==> config.mk <==
export PLATFORM = sky130hd
export DESIGN_NAME = axis_sync_fifo
export DESIGN_NICKNAME = d
export VERILOG_FILES = /design/src/rtl/axis_sync_fifo.sv
export SDC_FILE = /design/constraint.sdc
export NUM_CORES = 1
export LEC_CHECK = 0
export BUFFER_PORTS_ARGS = -buffer_cell sky130_fd_sc_hd__buf_2
export CAP_MARGIN = 20
export CORE_ASPECT_RATIO = 0.6
export CORE_MARGIN = 2
export CORE_UTILIZATION = 40
export CTS_CLUSTER_SIZE = 20
export DETAILED_ROUTE_END_ITERATION = 10
export HOLD_SLACK_MARGIN = 0.15
export PLACE_DENSITY = 0.64
export SLEW_MARGIN = 20
export SYNTH_ARGS = -nofsm -noshare
export SYNTH_HDL_FRONTEND = slang
export SYNTH_SLANG_ARGS = --single-unit
==> constraint.sdc <==
create_clock -name clk -period 8.53 [get_ports clk]
set_input_delay 1.706 -clock clk [delete_from_list [all_inputs] [get_ports clk]]
set_output_delay 1.706 -clock clk [all_outputs]
set_load 0.01 [all_outputs]
==> src/rtl/axis_sync_fifo.sv <==
// Synchronous AXI4-Stream FIFO with registered s_tready/m_tvalid, fill level and stored-packet count.
// Define AXIS_SYNC_FIFO_PACKET_MODE_EN to hold beats until a complete packet (or a full FIFO) is stored.
module axis_sync_fifo #(
    parameter int BYTE_WIDTH = 4,
    parameter int DEPTH_LOG2 = 4
) (
    input  logic                      clk,
    input  logic                      resetn,
    input  logic                      s_tvalid,
    output logic                      s_tready,
    input  logic [8*BYTE_WIDTH-1:0]   s_tdata,
    input  logic [BYTE_WIDTH-1:0]     s_tstrb,
    input  logic [BYTE_WIDTH-1:0]     s_tkeep,
    input  logic                      s_tlast,
    output logic                      m_tvalid,
    input  logic                      m_tready,
    output logic [8*BYTE_WIDTH-1:0]   m_tdata,
    output logic [BYTE_WIDTH-1:0]     m_tstrb,
    output logic [BYTE_WIDTH-1:0]     m_tkeep,
    output logic                      m_tlast,
    output logic [DEPTH_LOG2:0]       level,
    output logic [DEPTH_LOG2:0]       pkt_count
);
    localparam int DW    = 8 * BYTE_WIDTH;
    localparam int EW    = DW + 2 * BYTE_WIDTH + 1;
    localparam int DEPTH = 1 << DEPTH_LOG2;
    localparam logic [DEPTH_LOG2:0] DEPTH_CNT = (DEPTH_LOG2 + 1)'(DEPTH);
    localparam logic [DEPTH_LOG2:0] CNT_ONE   = (DEPTH_LOG2 + 1)'(1);

    logic [EW-1:0]         mem_q [DEPTH];
    logic [DEPTH_LOG2-1:0] wr_ptr_q, wr_ptr_d;
    logic [DEPTH_LOG2-1:0] rd_ptr_q, rd_ptr_d;
    logic [DEPTH_LOG2:0]   level_q, level_d;
    logic [DEPTH_LOG2:0]   pkt_count_q, pkt_count_d;
    logic                  s_tready_q, s_tready_d;
    logic                  m_tvalid_q, m_tvalid_d;
    logic                  push, pop, push_last, pop_last;
    logic [EW-1:0]         head;

    assign push      = s_tvalid && s_tready_q;
    assign pop       = m_tvalid_q && m_tready;
    assign head      = mem_q[rd_ptr_q];
    assign push_last = push && s_tlast;
    assign pop_last  = pop && head[0];

    // The head entry cannot be overwritten while it is presented: writes only
    // happen below full, so the write pointer never aliases a live read pointer.
    assign {m_tdata, m_tstrb, m_tkeep, m_tlast} = head;
    assign s_tready  = s_tready_q;
    assign m_tvalid  = m_tvalid_q;
    assign level     = level_q;
    assign pkt_count = pkt_count_q;

    always_comb begin
        wr_ptr_d    = wr_ptr_q + DEPTH_LOG2'(push);
        rd_ptr_d    = rd_ptr_q + DEPTH_LOG2'(pop);

        level_d = level_q;
        if (push && !pop) begin
            level_d = level_q + CNT_ONE;
        end else if (pop && !push) begin
            level_d = level_q - CNT_ONE;
        end

        pkt_count_d = pkt_count_q;
        if (push_last && !pop_last) begin
            pkt_count_d = pkt_count_q + CNT_ONE;
        end else if (pop_last && !push_last) begin
            pkt_count_d = pkt_count_q - CNT_ONE;
        end

        s_tready_d = (level_d < DEPTH_CNT);
`ifdef AXIS_SYNC_FIFO_PACKET_MODE_EN
        // Releasing a full FIFO without a complete packet avoids deadlock.
        m_tvalid_d = (level_d != '0) && ((pkt_count_d != '0) || (level_d == DEPTH_CNT));
`else
        m_tvalid_d = (level_d != '0);
`endif
    end

    always_ff @(posedge clk or negedge resetn) begin
        if (!resetn) begin
            wr_ptr_q    <= '0;
            rd_ptr_q    <= '0;
            level_q     <= '0;
            pkt_count_q <= '0;
            s_tready_q  <= 1'b0;
            m_tvalid_q  <= 1'b0;
        end else begin
            wr_ptr_q    <= wr_ptr_d;
            rd_ptr_q    <= rd_ptr_d;
            level_q     <= level_d;
            pkt_count_q <= pkt_count_d;
            s_tready_q  <= s_tready_d;
            m_tvalid_q  <= m_tvalid_d;
        end
    end

    always_ff @(posedge clk) begin
        if (push) begin
            mem_q[wr_ptr_q] <= {s_tdata, s_tstrb, s_tkeep, s_tlast};
        end
    end
endmodule

==> results by group <==
Run status
  • Status: finished clean

Synthesis
  • Number of flops mapped to enable cells by yosys: 656
  • Sequential area share after synthesis: 77.27%
  • Async set-reset flop share out of synthesis: 2.959%
  • Cells after synthesis: 1332
  • Synth unique cells: 41
  • Ys Warns: 0
  • Cell Area, Synth: 26140 µm²
  • Mapped Nets: 1388
  • Yosys reg bits: 676
  • Syn avg cell area: 19.63 µm²
  • Top FF cell, synth: edfxtp_1

Die
  • Die Wd: 334.0 µm
  • Die ar.: 67480 µm²
  • I/O pin total: 98
  • Cell Rows: 72
  • Die Y: 202.0 µm
  • Core area: 64500 µm²
  • Initial Util: 40.53%

Routing
  • Routed len/inst: 24.14 µm
  • DR vias: 12970
  • ANT nets after route: 0
  • DR iter-0 viols: 1402
  • Vias per cell: 5.519
  • Drc violations: 0
  • TritonRoute pass-1 iters: 5
  • Drt total wl: 56720 µm

GRT
  • Grt ovf: 0
  • First-pass GRT wire length: 84860 µm
  • Tot GR Track Use: 16.80%
  • Vias in the first global route: 13140
  • Largest net degree at the start of global routing: 137
  • Initial antenna violation count: 4

Clock network
  • CTS tree: built
  • # Post-CTS Setup Buffers: 0
  • H-tree depth reported by CTS: 2
  • Worst skew pair latency: 0.61 ns
  • Worst-path clk slew: 0.06 ns
  • Cts repair resizes: 0
  • CTS Hold Bufs: 0
  • Sink Count: 676
  • Root buf cell: clkbuf_16
  • Clock Path Buffers: 3
  • CTS buffer count: 59

Placed design
  • Dpl hpwl: 31370 µm
  • Routability congestion estimate: 0.7269
  • Setup WS pre-CTS: 3.673 ns
  • Port bufs: 97
  • Placed cell area: 27710 µm²

STA
  • Worst-margin pin slew: 1.098 ns
  • Final setup viols: 0
  • Slew Viols, Final: 0
  • Final hold vios: 0
  • Max-slew headroom: 26.82%
  • Final worst-path cycle share: 62.35%
  • Final worst setup slack: 3.212 ns
  • Hold_ws: 0.5057 ns
  • RSZ-0062 raised after global routing: false
  • Worst Skew: 0.02257 ns
  • Fin Setup TNS: 0 ns
  • Min cycle time layout: 5.318 ns
  • FMAX: 188.0 MHz

Setup path
  • Worst R2R End: pkt_count[4]
  • WP data required: 6.82 ns
  • Critical R2R Launch: rd_ptr_q[0]
  • Reg2reg setup slack: 4.18 ns
  • Worst r2r path cells: 12
  • Kind of critical path: reg -> out
  • Data arrival time of the critical path: 3.61 ns
  • Startpoint types: flip-flop
  • CP peak stage delay: 0.86 ns
  • Critical-path top delay cell: dfrtp_4
  • Crit-path leading delay family: buffers and inverters
  • CP Launch Point: rd_ptr_q[0]
  • Max FO, Critical Path: 136
  • Crit path cell chain: buf_12 > mux2_2 > o21ai_0 > a21oi_1 > a22oi_1 > nand2_1 > buf_2
  • Buf/Inv on CP: 2
  • Worst setup EP type: output port

Power
  • Peak supply drop: 0.3291 mV
  • PwrDens: 327.9 nW/µm²
  • Leakage: 9.771 nW

Layout
  • Layout cells sized above 1: 24.38%
  • Finished Cell Area: 29620 µm²
  • Area growth from synthesis to layout: 13.31%
  • Layout Nets: 1504

Run
  • Max_cap viols: 0

Worst hold path
  • WHS Endpoint: pkt_count[4]
  • Min-delay worst type: reg -> reg
  • Hold path cells: 1
  • HP Start: pkt_count[4]
==> Yosys cell counts (2+ instances only) <==
master    number  area, µm²
nor3_1         5      25.02
dfrtp_1       20      500.5
nor2b_1        2      12.51
a221oi_1      40      350.3
a22oi_1       40      300.3
nand2b_1       2      12.51
inv_1          8      30.03
edfxtp_1     656      19700
buf_4         10      75.07
mux2_2        41      461.7
clkbuf_1      42      157.7
o21ai_0       84      420.4
nor2_1        19      71.32
buf_2         18      90.09
a21oi_1       44      220.2
a21o_1         2      15.01
mux2i_1      124       1241
xor2_1         4      35.03
mux4_2        83       1869
nand3_1        2      10.01
xnor2_1        8      70.07
ha_1          10      125.1
nand2_1       50      187.7
==> metrics by stage <==
stage	power [mW]	util (%)	cells
final	9.713	45.92	2350
after global routing	10.21	45.92	2349
after CTS	9.802	45.82	2346
after detailed placement	7.223	42.97	2236
after global placement	7.150	42.96	2236
after floorplan	6.180	-	1332
==> report_power, final <==
group	total [mW]	internal (mW)	switching, mW
clock network	2.58	1.40	1.18
logic	2.96	1.21	1.75
registers	4.18	3.95	0.225
==> cell type report <==
| type | instances | area (µm²) |
|---|---|---|
| clock buffer | 70 | 1518 |
| multi-input combinational | 577 | 5717 |
| inverter | 9 | 36.28 |
| timing repair buffer | 125 | 748.2 |
| sequential | 676 | 20210 |
| clock inverter | 40 | 322.8 |
| antenna | 2 | 5.005 |
| tap | 851 | 1065 |
| fill | 5397 | 34880 |
==> cell families (layout without fill, tap and decap cells) <==
group	after synthesis	count (layout)	share of synthesized area, %
flip-flops	676	676	77.27
AO/OA/AOI/OAI	216	216	5.212
multiplexers	248	248	13.66
adder cells (fa/ha/maj)	11	11	0.5552
XOR/XNOR	12	12	0.4020
buffers and inverters	79	244	1.374
AND/OR/NAND/NOR	90	90	1.522
other	0	2	0
==> state kept, by name (all words and copies together), names as in the netlist <==
signal,flops
s_tready,1
pkt_count,5
m_tvalid,1
level,5
mem_q,656
rd_ptr_q,4
wr_ptr_q,4
==> cells in the final DEF, fill, tap and decap left out, types with 4 or more instances in the layout <==
cell type and n:
a21oi_1 44, a221oi_1 40, a22oi_1 40, buf_2 97, buf_4 25, bufinv_16 4
clkbuf_1 11, clkbuf_16 59, clkinv_1 12, clkinv_2 15, dfrtp_1 16, edfxtp_1 656
ha_1 10, inv_1 8, mux2_2 41, mux2i_1 124, mux4_2 83, nand2_1 49
nor2_1 7, nor2_4 12, o21ai_0 84, xnor2_1 8, xor2_1 4
==> layer usage <==
| metal | routed length, µm | GRT usage [%] | vias up |
|---|---|---|---|
| met4 | 916 | 3.459 | 2 |
| met2 | 25770 | 25.42 | 379 |
| met3 | 3485 | 3.089 | 75 |
| met1 | 26530 | 25.55 | 6816 |
| li1 | - | - | 5698 |
| met5 | 17 | 0 | - |
==> how the worst max path moves through the flow <==
stage	to	slack (ns)	cells past startpoint
after CTS	m_tdata[30]	2.99	6
after floorplan	mem_q[0][0]	3.00	3
after global routing	m_tdata[19]	2.91	6
after global placement	m_tkeep[1]	3.78	6
final	m_tdata[19]	3.21	7
after detailed placement	m_tdata[30]	3.67	6
Note: power is estimated with default switching activity, not from simulation.
